===== config.mk =====
export PLATFORM = sky130hd
export DESIGN_NAME = regfile_wb_arbiter
export DESIGN_NICKNAME = d
export VERILOG_FILES = /design/src/rtl/regfile_wb_arbiter.sv
export SDC_FILE = /design/constraint.sdc
export NUM_CORES = 1
export LEC_CHECK = 0
export CORE_MARGIN = 10
export CORE_UTILIZATION = 45
export CTS_CLUSTER_SIZE = 28
export DETAILED_ROUTE_END_ITERATION = 7
export GPL_TIMING_DRIVEN = 1
export PLACE_DENSITY = 0.68
export SETUP_SLACK_MARGIN = 0.2
export SLEW_MARGIN = 25
export SYNTH_ARGS = -nofsm -noshare
export SYNTH_HDL_FRONTEND = slang
export SYNTH_SLANG_ARGS = --single-unit

===== constraint.sdc =====
create_clock -name clk -period 3.41 [get_ports clk]
set_input_delay 0.5115 -clock clk [delete_from_list [all_inputs] [get_ports clk]]
set_output_delay 0.5115 -clock clk [all_outputs]
set_load 0.05 [all_outputs]

===== src/rtl/regfile_wb_arbiter.sv =====
// regfile_wb_arbiter
//   Shares the single register-file write port between two writeback
//   requesters: ALU results (side A) and load results (side B). Each side
//   owns a QDEPTH-entry FIFO behind a valid/ready handshake. One queued write
//   is popped per cycle into a grant stage, then driven to the register file
//   from registered outputs (push at edge N -> rf_we at edge N+2).
//   pend_mask flags every register with a write still in flight so decode
//   can stall on read-after-write hazards.
//
//   Build option: define WB_RR_FAIR_EN for round-robin arbitration on
//   contested cycles; otherwise fixed priority with A always winning.
//
// Ports
//   clk, rst_n                  clock, async active-low reset
//   a_valid/a_rd/a_data/a_ready ALU writeback request channel
//   b_valid/b_rd/b_data/b_ready load writeback request channel
//   rf_we/rf_wr/rf_wd           register-file write port (registered)
//   pend_mask                   per-register pending-write flags
module regfile_wb_arbiter #(
  parameter int unsigned DW     = 32,
  parameter int unsigned AW     = 5,
  parameter int unsigned QDEPTH = 2
) (
  input  logic                 clk,
  input  logic                 rst_n,
  input  logic                 a_valid,
  input  logic [AW-1:0]        a_rd,
  input  logic [DW-1:0]        a_data,
  output logic                 a_ready,
  input  logic                 b_valid,
  input  logic [AW-1:0]        b_rd,
  input  logic [DW-1:0]        b_data,
  output logic                 b_ready,
  output logic                 rf_we,
  output logic [AW-1:0]        rf_wr,
  output logic [DW-1:0]        rf_wd,
  output logic [(2**AW)-1:0]   pend_mask
);

  localparam int unsigned PW = (QDEPTH > 1) ? $clog2(QDEPTH) : 1;
  localparam int unsigned CW = $clog2(QDEPTH + 1);
  localparam int unsigned NS = 2;

  // Per-side FIFO storage; index 0 is A, index 1 is B.
  logic [AW-1:0] mem_rd   [NS][QDEPTH];
  logic [DW-1:0] mem_data [NS][QDEPTH];
  logic [PW-1:0] wr_ptr   [NS];
  logic [PW-1:0] rd_ptr   [NS];
  logic [CW-1:0] cnt      [NS];

  logic [NS-1:0] in_valid;
  logic [AW-1:0] in_rd   [NS];
  logic [DW-1:0] in_data [NS];
  logic [NS-1:0] full;
  logic [NS-1:0] nonempty;
  logic [NS-1:0] push;
  logic [NS-1:0] pop;

  // Grant stage between the FIFO pop and the register-file outputs.
  logic          g_valid;
  logic [AW-1:0] g_rd;
  logic [DW-1:0] g_data;

  // Request channel fan-in into side-indexed form.
  always_comb begin
    in_valid   = {b_valid, a_valid};
    in_rd[0]   = a_rd;
    in_rd[1]   = b_rd;
    in_data[0] = a_data;
    in_data[1] = b_data;
  end

  // Occupancy flags and handshake; x0 writes complete but are never stored.
  always_comb begin
    full     = '0;
    nonempty = '0;
    push     = '0;
    for (int unsigned s = 0; s < NS; s++) begin
      full[s]     = (cnt[s] == CW'(QDEPTH));
      nonempty[s] = (cnt[s] != '0);
      push[s]     = in_valid[s] && !full[s] && (in_rd[s] != '0);
    end
  end

  assign a_ready = !full[0];
  assign b_ready = !full[1];

  // Arbitration between the two FIFO heads.
`ifdef WB_RR_FAIR_EN
  logic prio_b;

  always_comb begin
    pop = '0;
    if (nonempty[0] && nonempty[1]) begin
      pop[0] = !prio_b;
      pop[1] = prio_b;
    end else begin
      pop[0] = nonempty[0];
      pop[1] = !nonempty[0] && nonempty[1];
    end
  end

  // Pointer only moves on contested grants, toward the side that lost.
  always_ff @(posedge clk or negedge rst_n) begin
    if (!rst_n) begin
      prio_b <= 1'b0;
    end else if (nonempty[0] && nonempty[1]) begin
      prio_b <= !prio_b;
    end
  end
`else
  always_comb begin
    pop    = '0;
    pop[0] = nonempty[0];
    pop[1] = !nonempty[0] && nonempty[1];
  end
`endif

  // FIFO pointers and occupancy counts.
  always_ff @(posedge clk or negedge rst_n) begin
    if (!rst_n) begin
      for (int unsigned s = 0; s < NS; s++) begin
        wr_ptr[s] <= '0;
        rd_ptr[s] <= '0;
        cnt[s]    <= '0;
      end
    end else begin
      for (int unsigned s = 0; s < NS; s++) begin
        if (push[s]) wr_ptr[s] <= wr_ptr[s] + PW'(1);
        if (pop[s])  rd_ptr[s] <= rd_ptr[s] + PW'(1);
        case ({push[s], pop[s]})
          2'b10:   cnt[s] <= cnt[s] + CW'(1);
          2'b01:   cnt[s] <= cnt[s] - CW'(1);
          default: cnt[s] <= cnt[s];
        endcase
      end
    end
  end

  // FIFO payload storage; validity is tracked by the pointers and counts.
  always_ff @(posedge clk) begin
    for (int unsigned s = 0; s < NS; s++) begin
      if (push[s]) begin
        mem_rd[s][wr_ptr[s]]   <= in_rd[s];
        mem_data[s][wr_ptr[s]] <= in_data[s];
      end
    end
  end

  // Grant stage and register-file port; rf_wr/rf_wd hold while idle.
  always_ff @(posedge clk or negedge rst_n) begin
    if (!rst_n) begin
      g_valid <= 1'b0;
      g_rd    <= '0;
      g_data  <= '0;
      rf_we   <= 1'b0;
      rf_wr   <= '0;
      rf_wd   <= '0;
    end else begin
      g_valid <= |pop;
      if (pop[0]) begin
        g_rd   <= mem_rd[0][rd_ptr[0]];
        g_data <= mem_data[0][rd_ptr[0]];
      end else if (pop[1]) begin
        g_rd   <= mem_rd[1][rd_ptr[1]];
        g_data <= mem_data[1][rd_ptr[1]];
      end
      rf_we <= g_valid;
      if (g_valid) begin
        rf_wr <= g_rd;
        rf_wd <= g_data;
      end
    end
  end

  // Pending mask: live FIFO entries, the grant stage, and the write on rf_*.
  always_comb begin
    pend_mask = '0;
    for (int unsigned s = 0; s < NS; s++) begin
      for (int unsigned i = 0; i < QDEPTH; i++) begin
        // Entry i is live when its distance from the read pointer is < count.
        if (CW'(PW'(PW'(i) - rd_ptr[s])) < cnt[s]) begin
          pend_mask[mem_rd[s][i]] = 1'b1;
        end
      end
    end
    if (g_valid) pend_mask[g_rd]  = 1'b1;
    if (rf_we)   pend_mask[rf_wr] = 1'b1;
  end

endmodule

==> Word level (Yosys, flattened, before mapping) <==
Memories as Yosys holds them, arrays and structs flattened.
Index checks and enable logic that the tools add are counted.
{ "classes": {"order_cmp": 22, "muxes": 50, "bitwise": 9, "n_reduce_logical": 24, "n_addsub": 12, "n_eq_ne": 6} }
{ "op_table": {"columns": ["operator", "count"], "rows": [
  ["32-bit 2-to-1 mux", 16],
  ["32-bit bitwise OR", 5],
  ["64-bit 2-to-1 mux", 2],
  ["32-bit demux with 1-bit select", 2],
  ["5-bit 2-to-1 mux", 10],
  ["5-bit by 6-bit < comparator with 1-bit output, second input constant", 6],
  ["1-bit demux with 5-bit select", 6],
  ["5-bit by 1-bit greater-or-equal comparator with 1-bit output, second input constant", 6],
  ["10-bit 2-to-1 mux", 2],
  ["1-bit logical AND", 13],
  ["5-bit demux with 1-bit select", 2],
  ["2-bit nonzero test", 5],
  ["5-bit nonzero test", 2],
  ["2-bit equality test, second input constant", 4],
  ["2-bit greater-or-equal comparator, second input constant", 4],
  ["1-bit by 2-bit < comparator with 1-bit output", 4],
  ["1-bit 2-to-1 mux", 8],
  ["1-bit NOT with 2-bit output", 4],
  ["2-bit one-hot mux with 2 select lines", 2],
  ["1-bit adder, second input constant", 4],
  ["2-bit by 1-bit adder with 2-bit output, second input constant", 2],
  ["2-bit by 1-bit equality test with 1-bit output, second input constant", 2],
  ["2-bit by 1-bit < comparator with 1-bit output, second input constant", 2],
  ["1-bit subtractor, first input constant", 4],
  ["other kinds (3)", 6]
]} }
{ "totals": {"input_bits": 78, "regBits": 84, "mem_bits_rw": 148, "out_inout_bits": 72, "memories": 2} }
{ "memory_table": {"columns": ["name", "depth", "word_bits", "rd", "rd_clocked_by_memory_dff", "write_ports", "line", "source"], "rows": [
  ["mem_data", 2, 64, 2, 0, 2, "46", "logic [DW-1:0] mem_data [NS][QDEPTH];"],
  ["mem_rd", 2, 10, 2, 0, 2, "45", "logic [AW-1:0] mem_rd [NS][QDEPTH];"]
]} }

==> Logic depth before layout (Yosys ltp) <==
Gate-level depths: netlist (run 1).
{ "logic_depth": {"word_depth": 15, "mapped_depth": 9, "depth_no_buf": 7} }

==> Worst setup path before layout (run 1) <==
OpenSTA, ideal clock, no wires.
{ "synth_path": {"kind": "reg2reg", "from": "register cnt[1] (netlist bit)", "to": "memory mem_data[0][100] (netlist bit) (enable)", "period_less_slack_ns": 3.244, "slack_ns": 0.166, "arrival_ns": 2.813, "setup_time_ns": 0.431, "path_stages_with_launch": 5, "path_cell_list": "dfrtp_1 -> buf_2 -> nand2b_1 -> o211ai_2 -> nor2_1"} }
{ "synth_lines": {"columns": ["item", "line", "source"], "rows": [
  ["from (decl)", "49", "logic [CW-1:0] cnt [NS];"],
  ["from (signal, indexed assignment)", "132", "2'b10: cnt[s] <= cnt[s] + CW'(1);"],
  ["from (signal, indexed assignment)", "133", "2'b01: cnt[s] <= cnt[s] - CW'(1);"],
  ["from (signal, indexed assignment)", "134", "default: cnt[s] <= cnt[s];"],
  ["to (decl)", "46", null]
]} }

==> Final worst setup path (run 1) <==
{ "layout_path": {"from": "register cnt[2] (netlist bit)", "to": "output pend_mask[14]"} }
{ "layout_via": {"elab_chain_cells": 12, "word_cells_on_any_way": 13} }
{ "layout_lines": {"columns": ["item", "line", "source"], "rows": [
  ["1-bit by 2-bit < comparator with 1-bit output", "182", "if (CW'(PW'(PW'(i) - rd_ptr[s])) < cnt[s]) begin"],
  ["32-bit 2-to-1 mux", "182", null],
  ["32-bit bitwise OR (no line)", null, null],
  ["32-bit 2-to-1 mux (*)", "182", null],
  ["32-bit bitwise OR (no line)", null, null],
  ["32-bit 2-to-1 mux (*)", "182", null],
  ["32-bit bitwise OR (no line)", null, null],
  ["32-bit 2-to-1 mux (*)", "182", null],
  ["32-bit bitwise OR (no line)", null, null],
  ["32-bit 2-to-1 mux (*)", "187", "if (g_valid) pend_mask[g_rd] = 1'b1;"],
  ["32-bit bitwise OR (no line)", null, null],
  ["32-bit 2-to-1 mux (*)", "188", "if (rf_we) pend_mask[rf_wr] = 1'b1;"],
  ["to (decl)", "37", "output logic [(2**AW)-1:0] pend_mask"]
]} }
Every way passes the cells marked *; elsewhere a longest branch is shown, timed or not.

==> results of run 1 <==
-- worst register-to-register path: stages (launching register included) --
cell	delay (ps)
sky130_fd_sc_hd__dfrtp_1	510
sky130_fd_sc_hd__nor2_8	180
sky130_fd_sc_hd__buf_4	470
sky130_fd_sc_hd__inv_2	200
sky130_fd_sc_hd__nor3_4	140
sky130_fd_sc_hd__buf_4	460
sky130_fd_sc_hd__nand2_1	150
sky130_fd_sc_hd__o221ai_1	100
-- synth_stat cells (2+ instances only) --
cell	number
sky130_fd_sc_hd__buf_4	3
sky130_fd_sc_hd__nor2b_1	6
sky130_fd_sc_hd__mux2i_1	71
sky130_fd_sc_hd__o21ai_1	3
sky130_fd_sc_hd__a21oi_1	17
sky130_fd_sc_hd__o22a_1	10
sky130_fd_sc_hd__nand3_1	47
sky130_fd_sc_hd__inv_1	5
sky130_fd_sc_hd__and3_1	2
sky130_fd_sc_hd__a21oi_2	4
sky130_fd_sc_hd__nand2_1	65
sky130_fd_sc_hd__o211ai_1	6
sky130_fd_sc_hd__a22oi_1	9
sky130_fd_sc_hd__nand4_1	7
sky130_fd_sc_hd__nor3_1	9
sky130_fd_sc_hd__dfrtp_1	84
sky130_fd_sc_hd__or3_1	5
sky130_fd_sc_hd__buf_6	5
sky130_fd_sc_hd__xnor2_1	9
sky130_fd_sc_hd__nor2_1	23
sky130_fd_sc_hd__or4_1	2
sky130_fd_sc_hd__a211o_1	9
sky130_fd_sc_hd__mux2_2	40
sky130_fd_sc_hd__a31oi_1	3
sky130_fd_sc_hd__buf_2	29
sky130_fd_sc_hd__a221oi_1	3
sky130_fd_sc_hd__or3b_2	6
sky130_fd_sc_hd__edfxtp_1	148
sky130_fd_sc_hd__o22ai_1	27
sky130_fd_sc_hd__nand2b_1	11
sky130_fd_sc_hd__o21ai_2	3
sky130_fd_sc_hd__o221ai_1	38
sky130_fd_sc_hd__o211ai_2	2
sky130_fd_sc_hd__nor3b_1	11
sky130_fd_sc_hd__and3b_1	4
sky130_fd_sc_hd__nand3b_1	15
sky130_fd_sc_hd__a21o_1	2
sky130_fd_sc_hd__ha_1	2
sky130_fd_sc_hd__clkbuf_1	12
-- registers in the layout (all words and copies together) (netlist names) --
signal    cells
wr_ptr        2
g_rd          5
mem_data    128
mem_rd       20
cnt           4
rd_ptr        2
rf_wd        32
g_data       32
rf_wr         5
g_valid       1
rf_we         1
-- layout make-up --
class | count | area, um2
Fill cell | 1868 | 9689
Clock inverter | 8 | 47.55
Multi-Input combinational cell | 483 | 3628
Tap cell | 285 | 356.6
Clock buffer | 34 | 646.9
Inverter | 7 | 28.78
Timing Repair Buffer | 179 | 1692
Sequential cell | 232 | 6551
-- stage by stage --
stage	power (uW)	area, um2	hold WS (ps)
3_3_place_gp	10590	12190	467.5
5_1_grt	13520	12950	504.4
3_5_place_dp	10670	12190	467.6
6_report	12850	12950	481.1
2_1_floorplan	8662	10380	215.9
4_1_cts	12920	12880	190.8
-- worst max-delay path by stage --
stage                       from                to  slack, ps  cells past startpoint
final                     cnt[2]     pend_mask[14]        180                      5
after floorplan           cnt[1]  mem_data[0][100]        170                      4
after global routing      cnt[0]     pend_mask[14]         30                      5
after CTS                 cnt[2]     pend_mask[14]         50                      5
after detailed placement  cnt[2]     pend_mask[29]        430                      5
after global placement    cnt[2]      pend_mask[8]        410                      5
-- power by group --
part           internal [uW]  switching [uW]
logic                   2030            3820
clock network           1320            1010
registers               4000             674
-- repair_timing --
item	4_1_cts	5_1_grt
hold endpoints to repair	0	11
pin swaps	0	1
setup endpoints to repair	32	17
resized for setup	37	15
hold buffers	0	1
setup buffers	0	2
-- per-layer routing --
metal	track usage	up-vias
met4	0.06709	2
met1	0.2482	3575
met3	0.03782	54
met5	0	-
li1	-	3299
met2	0.3262	289
-- logic make-up (layout without fill, tap and decap cells) --
kind of cell               Yosys count  after routing  share of synthesized area
buffers and inverters               56            228                    0.02870
and+or+nand+nor                    218            218                     0.1128
muxes                              111            111                     0.1119
adders and majority gates            2              2                   0.002412
AOI/OAI and AO/OA                  142            142                     0.1048
DFF                                232            232                     0.6310
xor gates and xnor gates            10             10                   0.008442
==> reports/metrics.yaml, run 1 <==
run_status: "finished clean"
power.density_cell_area_nw_per_um2: 992.3
synth_largest_type_area_fraction: 0.4284
routed_wire_length_per_instance_um: 23.41
timing.rr.start: "cnt[2]"
num_antenna_cells: 0
worst-endpoint-arrival_ps: 2720
synthDistinctLibCells: 53
coreArea_um2: 22640
finalSetupViolations: 0
ys_seq_area_frac: 0.6310
layout.core_utilization: 0.5720
hold_path_end: "g_data[3]"
first_global_vias: 7555
floorplan.die.width_um: 171.8
dr.pass1.iters: 5
portBuffers: 149
clock-sinks: 232
ff2ff_path_depth: 7
critical_path.reg2reg.endpoint: "g_data[25]"
pin_count: 150
fp.dieH_um: 171.8
p_leak_uw: 0.004956
area_of_the_mapped_netlist_um2: 10370
cts.root.buffer_cell: "sky130_fd_sc_hd__clkbuf_16"
clkSlewWorstSetupHoldPaths_ps: 60
timing.fmax_mhz: 309.6
final_common_cell: "sky130_fd_sc_hd__edfxtp_1"
gp_congestion: 0.9365
met2_wirelength_um: 13990
drv_cap: 0
cpMaxStageDelayCell: "sky130_fd_sc_hd__clkdlybuf4s50_1"
postSynth.topFlopCell: "sky130_fd_sc_hd__edfxtp_1"
slowest_delay_ps: 800
post-route-period-util: 0.9473
critical_path.n_buffers_inverters: 1
maxSlewViolCount: 0
overall_fraction_of_global_route_tracks_in_use: 0.1951
clock_latency_on_the_worst_skew_pair_ps: 510
fp.dieArea_um2: 29530
peakVddDrop_mv: 0.6223
cp_cell_sequence: "nand2b_2, a21oi_4, a21oi_1, nand3_1, clkdlybuf4s50_1"
grt_pass1_wl_um: 44450
worst_path_top_cell_family_by_delay: "buffers and inverters"
vias: 7219
drt-total-wl_um: 28740
final.setup.worst_slack_ps: 179.6
crit_path_end_kind: "primary output"
crit_path_max_fo: 8
vias_per_cell: 5.879
time_the_worst_path_needs_with_i_o_delays_and_setup_ps: 3230
synth-async-reset-ratio: 0.3621
detailedPlacementHpwl_um: 19960
synth_edf_count: 148
min_delay_path_class: "reg2reg"
worst_clock_skew_ps: 15.38
final-hold-violation-count: 0
cts_buffers: 23
synthesis.yosys.warnings: 0
setup.worst_path.class: "reg2out"
grt_antenna_before_repair: 1
rsz0062_at_grt: "true"
std_cell_rows: 55
number_of_placed_cells_counting_well_taps: 1182
cell_count_after_synthesis: 771
maxUsedRoutingLayer: "met5"
yosysTopAreaCell: "sky130_fd_sc_hd__edfxtp_1"
syn_to_final_growth_pct: 24.83
max_slew.worst_pin.slew_ps: 686.9
place_ws_ps: 427.6
synthesis.area_per_instance_um2: 13.46
cp_startpoint_kind: "register"
synth.top_cells.by_area: "sky130_fd_sc_hd__edfxtp_1 43%, sky130_fd_sc_hd__dfrtp_1 20%, sky130_fd_sc_hd__mux2i_1 6.8%"
design.final.nets: 1006
clock_path_buffers: 3
remaining_drc_errors: 0
initial_utilization: 0.4582
met1Wirelength_um: 11980
worst_setup_slack_for_register_to_register_paths_ps: 1110
number_of_nets_in_the_synthesized_netlist: 851
whs_path_depth: 2
timing.max_slew.rel_slack: 0.5410
critical_path_required_ps: 2900
grt_max_degree: 71
detailedRoute.firstIterationViolations: 534
finish.cell_count_without_fillers: 1228
cts.htree.levels: 1
setup_tns_ps: 0
synth_seq_cells: 232
overflow: 0
detail-route-antenna-nets: 0
dr_wl_met3_um: 1919
tritoncts: "yes"
worstHoldStart: "g_data[3]"
layout-drive-gt1-share: 0.1538
layout_common_cells: "148 x sky130_fd_sc_hd__edfxtp_1, 117 x sky130_fd_sc_hd__clkdlybuf4s50_1, 80 x sky130_fd_sc_hd__dfrtp_1"
Note: power is estimated with default switching activity, not from simulation.
==> inputs of run 2 (changes only) <==
--- a/config.mk
+++ b/config.mk
@@ -7,9 +7,9 @@
 export LEC_CHECK = 0
 export CORE_MARGIN = 10
 export CORE_UTILIZATION = 45
-export CTS_CLUSTER_SIZE = 28
 export DETAILED_ROUTE_END_ITERATION = 7
 export GPL_TIMING_DRIVEN = 1
+export MAX_ROUTING_LAYER = met4
 export PLACE_DENSITY = 0.68
 export SETUP_SLACK_MARGIN = 0.2
 export SLEW_MARGIN = 25
==> run 2 against run 1 <==
  * Sequential power barely moved
  * Largest cell class unchanged
  * Fmax rose by 2.4%
  * Worst setup slack improved by 76 ps
  * Utilization rose by 0.12 points
  * Design area rose by 0.20%
  * Non-clock buffer count fell by 5
  * Highest routed layer is now met4
  * First-iteration DRC count rose by 9.0%
  * Global-route usage rose by 0.60 points
==> reports/metrics.yaml, run 2 (synthesized netlist as in run 1, its figures left out) <==
run_status: "finished clean"  # unchanged
timing.fmax_mhz: 317.0  # was 309.6 MHz
tritoncts: "yes"  # unchanged
worst_setup_slack_for_register_to_register_paths_ps: 1000  # was 1110 ps
drv_cap: 0  # unchanged
critical_path.reg2reg.endpoint: "mem_data[0][44]"  # was g_data[25]
remaining_drc_errors: 0  # unchanged
drt-total-wl_um: 29270  # was 28740 um
initial_utilization: 0.4582  # unchanged
global_route.usage.met2: 0.3293  # was 0.3262
crit_path_end_kind: "primary output"  # unchanged
cp_startpoint_kind: "register"  # unchanged
detailedPlacementHpwl_um: 20000  # was 19960 um
grt_pass1_wl_um: 44430  # was 44450 um
routed_wire_length_per_instance_um: 23.87  # was 23.41 um
slowest_delay_ps: 580  # was 800 ps
finalSetupViolations: 0  # unchanged
setup_tns_ps: 0  # unchanged
maxSlewViolCount: 0  # unchanged
power.density_cell_area_nw_per_um2: 1018  # was 992.3 nW/um2
finish.instance_area_um2: 12980  # was 12950 um2
design.final.nets: 1002  # was 1006
largest_register_ff_count: 128  # unchanged
clock_latency_on_the_worst_skew_pair_ps: 510  # about the same
syn_to_final_growth_pct: 25.08  # was 24.83%
max_slew.worst_pin.slew_ps: 902.6  # was 686.9 ps
cts.htree.levels: 1  # unchanged
p_leak_uw: 0.004944  # was 0.004956 uW
clock_path_buffers: 3  # unchanged
grt_antenna_before_repair: 1  # unchanged
crit_path_max_fo: 8  # unchanged
final_common_cell: "sky130_fd_sc_hd__edfxtp_1"  # unchanged
gr-usage-met1: 0.2451  # was 0.2482
setup.worst_path.class: "reg2out"  # unchanged
first_global_vias: 7546  # was 7555
worst_clock_skew_ps: 11.86  # was 15.38 ps
pin_count: 150  # unchanged
rsz0062_at_grt: "true"  # unchanged
final-hold-violation-count: 0  # unchanged
critical_path_required_ps: 2900  # about the same
fp.dieArea_um2: 29530  # unchanged
postCtsSetupBuffers: 0  # unchanged
post-route-period-util: 0.9251  # was 0.9473
cp_cell_sequence: "nand2b_2, a211oi_4, a211o_1, dlygate4sd2_1"  # was nand2b_2, a21oi_4, a21oi_1, nand3_1, clkdlybuf4s50_1
dr.pass1.iters: 5  # unchanged
worst_path_top_cell_family_by_delay: "compound AO/OA/AOI/OAI gates"  # was buffers and inverters
timing.rr.start: "cnt[2]"  # unchanged
critical_path.n_buffers_inverters: 1  # unchanged
std_cell_rows: 55  # unchanged
detail-route-antenna-nets: 0  # unchanged
worst-endpoint-arrival_ps: 2640  # was 2720 ps
critical_path.endpoint: "pend_mask[8]"  # was pend_mask[14]
peakVddDrop_mv: 0.6200  # was 0.6223 mV
power_uw: 13210  # was 12850 uW
floorplan.die.width_um: 171.8  # unchanged
overall_fraction_of_global_route_tracks_in_use: 0.2011  # was 0.1951
total_cell_area_at_the_placement_stage_um2: 12180  # was 12190 um2
grt_max_degree: 60  # was 71
detailedRoute.firstIterationViolations: 582  # was 534
portBuffers: 149  # unchanged
met3_layer_usage_reported_by_global_route: 0.03805  # was 0.03782
cts_buffers: 24  # was 23
cts.root.buffer_cell: "sky130_fd_sc_hd__clkbuf_16"  # unchanged
timing.max_slew.rel_slack: 0.3968  # was 0.5410
worst_setup_path_startpoint: "cnt[2]"  # unchanged
layout-drive-gt1-share: 0.1553  # was 0.1538
fp.dieH_um: 171.8  # unchanged
overflow: 0  # unchanged
vias_per_cell: 5.905  # was 5.879
time_the_worst_path_needs_with_i_o_delays_and_setup_ps: 3155  # was 3230 ps
global_route.peak_usage_layer: "met2"  # unchanged
layout_common_cells: "148 x sky130_fd_sc_hd__edfxtp_1, 116 x sky130_fd_sc_hd__clkdlybuf4s50_1, 80 x sky130_fd_sc_hd__dfrtp_1"  # was 148 x sky130_fd_sc_hd__edfxtp_1, 117 x sky130_fd_sc_hd__clkdlybuf4s50_1, 80 x sky130_fd_sc_hd__dfrtp_1
coreArea_um2: 22640  # unchanged
min_delay_path_class: "in2async"  # was reg2reg
timing.critical_path.depth: 4  # was 5
gp_congestion: 1.009  # was 0.9365
clock-sinks: 232  # unchanged
ff2ff_path_depth: 4  # was 7
clkSlewWorstSetupHoldPaths_ps: 70  # was 60 ps
vias: 7239  # was 7219
cpMaxStageDelayCell: "sky130_fd_sc_hd__dfrtp_1"  # was sky130_fd_sc_hd__clkdlybuf4s50_1
==> run 2: layer usage <==
metal  up-vias  wire length (um)
li1       3287                 -
met1      3562             12010
met2       318             14030
met3        72              2100
met4         0              1128
met5         -                 0
==> run 2: power breakdown <==
group	internal, uW	total (uW)	switching, uW
sequential	4010	4660	657
combinational	2000	5860	3860
clock	1650	2690	1040
==> run 2: what timing repair did <==
action	CTS	global route
hold buffers	0	0
gates cloned	0	0
hold endpoints to repair	0	0
endpoints found under the setup margin	32	19
gates resized for setup	35	26
==> run 2: worst min-delay path by stage <==
stage                 endpoint  slack (ps)  cells past startpoint
floorplan               cnt[0]         220                      0
global placement     g_data[3]         470                      2
detailed placement  g_data[15]         470                      2
CTS                  rf_wd[19]         130                      1
global route         rf_wd[19]         130                      1
finish               rf_wd[19]         100                      1
==> run 2: stage by stage <==
| stage | setup slack [ps] | utilization | hold WS, ps | std cells |
|---|---|---|---|---|
| 2_1_floorplan | 165.6 | - | 215.9 | 771 |
| 3_3_place_gp | 457.1 | 0.5380 | 466.2 | 1181 |
| 5_1_grt | 191.4 | 0.5732 | 132.8 | 1226 |
| 6_report | 255.3 | 0.5732 | 98.03 | 1226 |
| 3_5_place_dp | 486.1 | 0.5380 | 469.7 | 1181 |
| 4_1_cts | 102.6 | 0.5737 | 127.5 | 1225 |
==> run 2: cell type report <==
type                    count  area (um2)
well taps                 285       356.6
flip-flops and latches    232        6551
diodes                      1       2.502
multi-input cells         483        3603
repair buffers            174        1610
inverters                   7       28.78
clock buffers              34       699.4
clock inverters            10       125.1
fillers                  1856        9663
==> inputs of run 3 (changes only) <==
--- a/config.mk
+++ b/config.mk
@@ -5,6 +5,7 @@
 export SDC_FILE = /design/constraint.sdc
 export NUM_CORES = 1
 export LEC_CHECK = 0
+export ABC_AREA = 0
 export CORE_MARGIN = 10
 export CORE_UTILIZATION = 45
 export DETAILED_ROUTE_END_ITERATION = 7
==> results of run 3 <==
Final layout, timing and power as in run 2 (identical DEF).
